===== config.mk =====
export PLATFORM = sky130hd
export DESIGN_NAME = mux2_rr_arbiter
export DESIGN_NICKNAME = d
export VERILOG_FILES = /design/src/rtl/mux2_rr_arbiter.sv
export SDC_FILE = /design/constraint.sdc
export NUM_CORES = 1
export LEC_CHECK = 0
export CAP_MARGIN = 20
export CORE_AREA = 2 2 46 48
export CTS_CLUSTER_SIZE = 28
export DETAILED_ROUTE_END_ITERATION = 12
export DIE_AREA = 0 0 48 50
export GPL_TIMING_DRIVEN = 0
export PLACE_DENSITY = 0.71
export SYNTH_ARGS = -nofsm -noshare
export SYNTH_HDL_FRONTEND = slang
export SYNTH_SLANG_ARGS = --single-unit

===== constraint.sdc =====
create_clock -name clk -period 1.7 [get_ports clk]
set_input_delay 0.255 -clock clk [delete_from_list [all_inputs] [get_ports clk]]
set_output_delay 0.255 -clock clk [all_outputs]
set_load 0.02 [all_outputs]

===== src/rtl/mux2_rr_arbiter.sv =====
// Round-robin arbiter sharing one 2:1 datapath mux between requesters A and B; optional per-side stats under MUX2_ARB_STATS_EN.
// Latency: a request seen in IDLE is granted on the next edge; datapath (out_data/out_valid/ready_x) is combinational from the grant.
// Backpressure: out_ready=0 holds the current grant indefinitely; the burst limit counts accepted beats only.
module mux2_rr_arbiter #(
    parameter int WIDTH     = 8,
    parameter int MAX_BURST = 4
) (
    input  logic             clk,
    input  logic             rst,
    input  logic             req_a,
    input  logic [WIDTH-1:0] data_a,
    output logic             ready_a,
    input  logic             req_b,
    input  logic [WIDTH-1:0] data_b,
    output logic             ready_b,
    output logic             out_valid,
    output logic [WIDTH-1:0] out_data,
    input  logic             out_ready,
    output logic             sel,
    output logic             gnt_a,
    output logic             gnt_b
`ifdef MUX2_ARB_STATS_EN
    ,
    output logic [15:0]      cnt_a,
    output logic [15:0]      cnt_b,
    output logic             contended
`endif
);

    typedef enum logic [1:0] {
        IDLE = 2'b00,
        GA   = 2'b01,
        GB   = 2'b10
    } state_t;

    localparam logic [3:0] LAST_BEAT = 4'(MAX_BURST - 1);

    state_t     state_q, state_d;
    logic       last_a_q, last_a_d;
    logic [3:0] beat_cnt_q, beat_cnt_d;
    logic       beat;

    always_ff @(posedge clk) begin
        if (rst) begin
            state_q    <= IDLE;
            last_a_q   <= 1'b0;
            beat_cnt_q <= 4'd0;
        end else begin
            state_q    <= state_d;
            last_a_q   <= last_a_d;
            beat_cnt_q <= beat_cnt_d;
        end
    end

    always_comb begin
        state_d    = state_q;
        last_a_d   = last_a_q;
        beat_cnt_d = beat_cnt_q;
        case (state_q)
            IDLE: begin
                // On contention, the side that did not hold the last grant wins.
                if (req_a && (!req_b || !last_a_q)) begin
                    state_d    = GA;
                    last_a_d   = 1'b1;
                    beat_cnt_d = 4'd0;
                end else if (req_b) begin
                    state_d    = GB;
                    last_a_d   = 1'b0;
                    beat_cnt_d = 4'd0;
                end
            end
            GA: begin
                if (!req_a || (beat && beat_cnt_q == LAST_BEAT)) begin
                    beat_cnt_d = 4'd0;
                    if (req_b) begin
                        state_d  = GB;
                        last_a_d = 1'b0;
                    end else begin
                        state_d = IDLE;
                    end
                end else if (beat) begin
                    beat_cnt_d = beat_cnt_q + 4'd1;
                end
            end
            GB: begin
                if (!req_b || (beat && beat_cnt_q == LAST_BEAT)) begin
                    beat_cnt_d = 4'd0;
                    if (req_a) begin
                        state_d  = GA;
                        last_a_d = 1'b1;
                    end else begin
                        state_d = IDLE;
                    end
                end else if (beat) begin
                    beat_cnt_d = beat_cnt_q + 4'd1;
                end
            end
            default: begin
                state_d    = IDLE;
                beat_cnt_d = 4'd0;
            end
        endcase
    end

    // Grants and select decode straight from the state register, so they only move on an edge.
    always_comb begin
        gnt_a = (state_q == GA);
        gnt_b = (state_q == GB);
        sel   = (state_q == GA);
    end

    assign out_data  = sel ? data_a : data_b;
    assign out_valid = (gnt_a & req_a) | (gnt_b & req_b);
    assign ready_a   = gnt_a & out_ready;
    assign ready_b   = gnt_b & out_ready;
    assign beat      = out_valid & out_ready;

`ifdef MUX2_ARB_STATS_EN
    always_ff @(posedge clk) begin
        if (rst) begin
            cnt_a     <= 16'd0;
            cnt_b     <= 16'd0;
            contended <= 1'b0;
        end else begin
            if (beat && gnt_a && cnt_a != 16'hFFFF) cnt_a <= cnt_a + 16'd1;
            if (beat && gnt_b && cnt_b != 16'hFFFF) cnt_b <= cnt_b + 16'd1;
            contended <= (state_q == IDLE) && req_a && req_b;
        end
    end
`endif

endmodule

==> summary.md, run 1 <==
| Metric | Value |
|---|---|
| Status | `complete, but fails checks` |
| Failing checks | `negative setup slack` |
| DR vias | `711` |
| Initial Util | `0.315` |
| Fillers | `168` |
| Netlist cell types | `30` |
| Fraction of layout cells with a size suffix above 1 | `0.436` |
| Register area | `148 µm²` |
| Min-Delay Path Class | `input port to register` |
| Synth top cells by count | `mux2_2 (8), dfxtp_1 (7), nand3_1 (6)` |
| CTS tree | `built` |
| First-pass GRT wire length | `3310 µm` |
| Final Power | `0.00126 W` |
| Worst path required time | `1.88 ns` |
| Die height | `50 µm` |
| Most frequent cell after synthesis | `mux2_2` |
| Final HPWL DP | `1400 µm` |
| Width of the die | `48 µm` |
| Largest net degree at the start of global routing | `8` |
| Crit Path Max Fanout | `4` |
| Final period util | `1.02` |
| Max VDD drop | `0.694 mV` |
| Kind of critical path | `register to register` |
| Synth top area share | `0.234` |
| Primary FF master, synth | `dfxtp_1` |
| Top layer in use | `met3` |
| Slew Limit Fails | `0` |
| CP max stage delay | `0.47 ns` |
| DRT iter0 DRCs | `5` |
| Pwr dens | `1030 nW/µm²` |
| Mapped Cells | `68` |
| Vias in the first global route | `756` |
| Flops & latches, synth | `7` |
| Vias per std cell | `4.94` |
| WL/cell | `15.5 µm` |
| WP data arrival | `1.91 ns` |
| Critical path capture point type | `register` |
| Final WL | `2230 µm` |
| H-tree levels | `1` |
| Leak Pwr | `0.534 nW` |
| # setup viols final | `10` |
| Clk Tree Root Cell | `clkbuf_4` |
| Placeable Area | `1900 µm²` |
| RePlAce Congestion | `0.826` |
| Ant diodes | `0` |
| Clk sink count | `7` |
| DR WL met3 | `69 µm` |
| Slew margin rel. | `0.778` |
| Synth warnings | `0` |
| Fin Hold WS | `0.497 ns` |
| Total GRT Usage | `0.193` |
| Initial antenna violation count | `0` |
| Top-Level Pins | `35` |
| Die area | `2400 µm²` |
| DRT Pass-1 Iters | `4` |
| Register area share after synthesis | `0.234` |
| Max-cap violations | `0` |
| Latest clock arrival within the worst-skew pair | `0.25 ns` |
| CTS max path bufs | `2` |
| Post-route insts no fill | `144` |
| EDFF count, synth | `0` |
| RSZ-0062 raised after global routing | `yes` |
| Placement Rows | `16` |
| Least-Margin Pin Slew | `0.333 ns` |
| Post-route setup slack | `-0.0326 ns` |
| Grt ovf | `0` |
| Async set-reset flop share out of synthesis | `0` |
| Top cell type by total area after synthesis | `dfxtp_1` |
| Top cells by area, synth | `dfxtp_1 (23%), mux2_2 (15%), ha_1 (10%)` |
| Fin util | `0.643` |
| Layout Nets | `144` |
| Critical path's slowest cell | `or4b_4` |
| CP Launch Type | `register` |
| CTS Buf Count | `3` |
| Mapped Nets | `94` |
| Critical path cell sequence | `inv_4 -> buf_4 -> ha_2 -> nor3b_4 -> a21oi_4 -> or4b_4 -> a21oi_2` |
| Final hold violations | `0` |
| Metal2 WL | `1320 µm` |
| ANT nets after route | `0` |
| F_max | `0.577 GHz` |
| Synthesized area | `599 µm²` |
| DRC | `0` |
| Setup Slack @ Placement | `-0.460 ns` |
| Fin Clk Skew | `0.00240 ns` |
| Clock Pin Slew Worst Setup and Hold Paths | `0.06 ns` |
| CTS hold repair buffers | `0` |
| Placed insts | `129` |
| Syn-to-layout area delta | `104%` |
| Port Buffer Count | `34` |
| Footprint of the multi-input gates | `510 µm²` |
| Minimum clock period | `1.73 ns` |
| Synth Area per Inst | `8.81 µm²` |
| M1 WL | `838 µm` |
[critical path, delay by kind of cell, from the launching register on]
kind,cells,cell delay (ns)
AO/OA/AOI/OAI,2,0.26
buffers and inverters,2,0.18
flip-flops,1,0.38
AND/OR/NAND/NOR,2,0.65
adder cells (fa/ha/maj),1,0.19
[registers in the layout, summed over array words and instances (netlist names)]
name and count:
state_q 2, beat_cnt_q 4, last_a_q 1
[kinds of logic (layout without fill, tap and decap cells)]
| group | after synthesis | after routing | share of synthesized area |
|---|---|---|---|
| simple gates | 25 | 25 | 0.251 |
| buf+inv | 8 | 57 | 0.0689 |
| xor+xnor | 2 | 2 | 0.0292 |
| fa+ha+maj | 5 | 5 | 0.104 |
| mux | 8 | 8 | 0.150 |
| compound gates | 13 | 13 | 0.163 |
| flops | 7 | 7 | 0.234 |
[timing repair]
item,in CTS,in global routing
setup endpoints to repair,18,15
pin swaps,5,6
endpoints found under the hold margin,0,0
gates resized for setup,73,16
cloned,1,0
buffers inserted,8,2
[path summary, 6_finish.rpt]
kind                                            startpoint  slack, ns  depth (start not counted)                          to
worst max-delay path               state_q[1]$_SDFFE_PP0P_      -0.03                          7     state_q[0]$_SDFFE_PP0P_
worst min-delay path                                 req_b       0.50                          4  beat_cnt_q[3]$_SDFFE_PP0P_
worst max register to register     state_q[1]$_SDFFE_PP0P_      -0.03                          7     state_q[0]$_SDFFE_PP0P_
worst min register to register  beat_cnt_q[1]$_SDFFE_PP0P_       0.52                          2  beat_cnt_q[1]$_SDFFE_PP0P_
[report_power, final]
group          switching, W  internal [W]  total (W)  leakage (nW)
clock             0.0000674     0.0000900   0.000157        0.0150
combinational      0.000375      0.000484   0.000859         0.460
sequential        0.0000442      0.000198   0.000242        0.0583
[metal layers]
metal / vias up / GRT usage
li1: 343 / -
met4: 0 / 0.0405
met3: 0 / 0.0769
met2: 13 / 0.347
met1: 355 / 0.200
met5: - / 0
[cells in the final DEF (no fill, tap or decap), types with 2 or more instances in the layout]
master	n
clkdlybuf4s50_1	18
buf_4	11
nand3_1	5
dlygate4sd2_1	3
ha_4	2
dlymetal6s2s_1	2
dfxtp_1	5
inv_1	3
nand2_1	4
nor2_1	2
ha_1	2
xnor2_1	2
buf_6	11
inv_4	2
nand2b_1	2
clkbuf_4	3
mux2_4	8
and2_1	3
dfxtp_4	2
a21oi_1	4
[through the flow]
stage | TNS, ns | area, µm²
finish | -0.122 | 1220
detailed placement | -5.32 | 1000
floorplan | 0 | 629
CTS | -0.291 | 1160
global placement | -5.06 | 1000
global route | -0.678 | 1220
[cell type report]
class | count | share of cell area
Sequential cell | 7 | 0.121
Clock buffer | 4 | 0.0215
Timing Repair Buffer | 45 | 0.358
Multi-Input combinational cell | 53 | 0.417
Buffer | 3 | 0.0358
Tap cell | 27 | 0.0276
Inverter | 5 | 0.0194
(Power assumes the default switching activity.)
==> run 2, diff against run 1 <==
- CELL_PAD_IN_SITES_DETAIL_PLACEMENT: default -> 0
- CELL_PAD_IN_SITES_GLOBAL_PLACEMENT: default -> 2
- CORE_AREA: 2 2 46 48 -> 2 2 63 65
- DIE_AREA: 0 0 48 50 -> 0 0 65 67
- PLACE_DENSITY: 0.71 -> 0.68
==> run 2 against run 1 <==
  * The flow still finishes with violations (negative setup slack)
  * Non-clock buffer count is 1 lower
  * Design area up 1.1%
  * Global-route usage down 10 points
  * Routed wire length fell by 7.4%
  * Worst hold slack got worse by 0.014 ns
  * Sequential share of layout area is 0.13 points lower
  * Sequential cell count did not move
  * Clock skew shrank 0.0018 ns
  * Total power rose by 4.4%
  * Highest routed layer is now met4
  * Critical path type unchanged
==> summary.md, run 2 (synthesis results as in run 1) <==
| Metric | Value |
|---|---|
| First-pass GRT wire length | `3100 µm (-6.3%)` |
| Die area | `4360 µm² (+81%)` |
| Switching share of power | `0.363 (-0.0237)` |
| Reg2reg start | `state_q[0]$_SDFFE_PP0P_` |
| CTS tree | `built` |
| Fillers | `378 (+130%)` |
| Vias in the first global route | `648 (-14%)` |
| Commonest cells after routing, fill and taps aside | `clkdlybuf4s50_1 (18), buf_4 (11), buf_6 (9), mux2_4 (8), nand3_1 (6)` |
| Final HPWL DP | `1450 µm (+3.6%)` |
| WP buf/inv | `2 (unchanged)` |
| Min-Delay Path Class | `register to register` |
| WL/cell | `12.6 µm (-19%)` |
| Status | `complete, but fails checks` |
| Layout Nets | `143 (-0.69%)` |
| Biggest register | `beat_cnt_q` |
| Worst path required time | `1.85 ns (-0.03 ns)` |
| Post-route cell area | `1240 µm² (+1.1%)` |
| Part of the power in the clock network | `0.183 (+0.058)` |
| DR vias | `685 (-3.7%)` |
| M1 WL | `841 µm (+0.36%)` |
| Number of flip-flops in the largest register | `4 (unchanged)` |
| Minimum clock period | `1.74 ns (+0.00762 ns)` |
| Biggest regs | `beat_cnt_q (4), state_q (2), last_a_q (1)` |
| Placement Rows | `22 (+6)` |
| Fraction of layout cells with a size suffix above 1 | `0.414 (-0.0221)` |
| Top-Level Pins | `35 (unchanged)` |
| Critical path's slowest cell | `or4b_4` |
| F_max | `0.575 GHz (-0.44%)` |
| Placeable Area | `3610 µm² (+90%)` |
| Critical path capture point type | `register` |
| P_sw | `0.000477 W (-2.0%)` |
| Slew margin rel. | `0.788 (+0.00974)` |
| Crit Path Max Fanout | `7 (+3)` |
| Clk sink count | `7 (unchanged)` |
| CTS max path bufs | `2 (unchanged)` |
| Internal | `0.000837 W (+8.5%)` |
| Total GRT Usage | `0.0929 (-0.0999)` |
| Initial Util | `0.166 (-0.149)` |
| Max-cap violations | `0 (unchanged)` |
| Top layer in use | `met4` |
| Final period util | `1.02 (+0.00448)` |
| # setup viols final | `1 (-9)` |
| Max VDD drop | `0.236 mV (-66%)` |
| RSZ-0062 raised after global routing | `yes` |
| CP max stage delay | `0.48 ns (about the same)` |
| Initial antenna violation count | `0 (unchanged)` |
| Fin Clk Skew | `0.000599 ns (-0.00180 ns)` |
| Vias per std cell | `4.18 (-15%)` |
| Kind of critical path | `register to register` |
| CTS Buf Count | `3 (unchanged)` |
| Syn-to-layout area delta | `106%` |
| Fin Setup TNS | `-0.0402 ns (+0.0820 ns)` |
| DRT iter0 DRCs | `23 (+18)` |
| Critical path cell sequence | `inv_4 -> ha_4 -> a22o_1 -> buf_6 -> a21oi_4 -> or4b_4 -> a21oi_2` |
| Footprint of the multi-input gates | `504 µm² (-1.2%)` |
| Slew Limit Fails | `0 (unchanged)` |
| Commonest non-fill, non-tap cell in the layout | `clkdlybuf4s50_1` |
| Reg2reg path depth | `7 (unchanged)` |
| DRC | `0 (unchanged)` |
| Post-route setup slack | `-0.0402 ns (-0.00762 ns)` |
| CTS hold repair buffers | `0 (unchanged)` |
| RePlAce Congestion | `0.701 (-15%)` |
| DRT Pass-1 Iters | `2 (-2)` |
| R2r endpoint | `state_q[0]$_SDFFE_PP0P_` |
| Portion of total power attributed to sequential cells | `0.180 (-0.012)` |
| Grt ovf | `0 (unchanged)` |
| Port Buffer Count | `34 (unchanged)` |
| Leak Pwr | `0.516 nW (-3.3%)` |
| H-tree levels | `1 (unchanged)` |
| Metal2 WL | `1160 µm (-12%)` |
| Comb power frac | `0.637 (-0.046)` |
| Ant diodes | `0 (unchanged)` |
| ANT nets after route | `0 (unchanged)` |
| Width of the die | `65 µm (+35%)` |
| Final WL | `2060 µm (-7.4%)` |
| Die height | `67 µm (+34%)` |
| Family with the most delay on the worst path | `simple AND/OR/NAND/NOR gates` |
| Failing checks | `negative setup slack` |
| CP Launch Type | `register` |
| Least-Margin Pin Slew | `0.318 ns (-0.0146 ns)` |
| Pwr dens | `1060 nW/µm² (+3.3%)` |
| DR WL met3 | `59 µm (-14%)` |
| Latest clock arrival within the worst-skew pair | `0.23 ns (-0.02 ns)` |
| Largest net degree at the start of global routing | `8 (unchanged)` |
| Cell area after placement | `1030 µm² (+2.6%)` |
| Hold path start | `beat_cnt_q[1]$_SDFFE_PP0P_` |
| Register area | `148 µm² (unchanged)` |
| Hold path depth | `2 (-2)` |
| Clk Tree Root Cell | `clkbuf_8` |
| Clock Pin Slew Worst Setup and Hold Paths | `0.04 ns (-0.02 ns)` |
| FF-to-FF setup slack | `-0.04 ns (about the same)` |
| WP data arrival | `1.89 ns (-0.02 ns)` |
| WHS Endpoint | `beat_cnt_q[1]$_SDFFE_PP0P_` |
| Final hold violations | `0 (unchanged)` |
-- run 2: worst max path at each step --
stage	slack, ns	depth (start not counted)	from	to
after global placement	-0.50	5	state_q[1]$_SDFFE_PP0P_	out_data[0]
after floorplan	0.0005	7	state_q[0]$_SDFFE_PP0P_	state_q[0]$_SDFFE_PP0P_
after detailed placement	-0.48	5	state_q[1]$_SDFFE_PP0P_	out_data[2]
after global routing	-0.11	7	state_q[0]$_SDFFE_PP0P_	state_q[0]$_SDFFE_PP0P_
after CTS	-0.06	7	state_q[0]$_SDFFE_PP0P_	state_q[0]$_SDFFE_PP0P_
final	-0.04	7	state_q[0]$_SDFFE_PP0P_	state_q[0]$_SDFFE_PP0P_
-- run 2: final cells by class --
class / instances / share of cell area
plain buffers: 3 / 0.0354
clock buffers: 4 / 0.0364
repair buffers: 44 / 0.334
well taps: 48 / 0.0485
inverters: 5 / 0.0192
flip-flops and latches: 7 / 0.119
multi-input cells: 53 / 0.407
-- run 2: repair_timing --
action | 4_1_cts | 5_1_grt
setup buffers | 8 | 1
pin swaps | 3 | 3
resized for setup | 72 | 10
endpoints found under the setup margin | 18 | 12
gates cloned | 1 | 0
-- run 2: through the flow --
step,power [W],utilization,hold slack [ns],cells,worst slack [ns]
floorplan,0.000633,-,0.314,68,0.000468
global placement,0.000863,0.286,0.470,150,-0.502
detailed placement,0.000865,0.286,0.484,150,-0.480
CTS,0.00128,0.334,0.489,163,-0.0587
global route,0.00139,0.343,0.531,164,-0.108
finish,0.00131,0.343,0.483,164,-0.0402
-- run 2: layer usage --
metal  global-route usage  up-vias
li1                     -      342
met5                    0        -
met3               0.0304        2
met4               0.0160        0
met2                0.166        9
met1                0.109      332
-- run 2: power groups by stage --
stage | sequential (W) | combinational, W | clock (W)
final | 0.000237 | 0.000836 | 0.000241
after floorplan | 0.000227 | 0.000406 | 0
after CTS | 0.000237 | 0.000791 | 0.000247
after global placement | 0.000234 | 0.000628 | 0
after detailed placement | 0.000235 | 0.000630 | 0
after global routing | 0.000243 | 0.000890 | 0.000260
-- run 2: worst min-delay path: stages, from the launching register on --
cell and delay [ns]:
dfxtp_1 0.32, nand2_1 0.05, a21boi_0 0.06
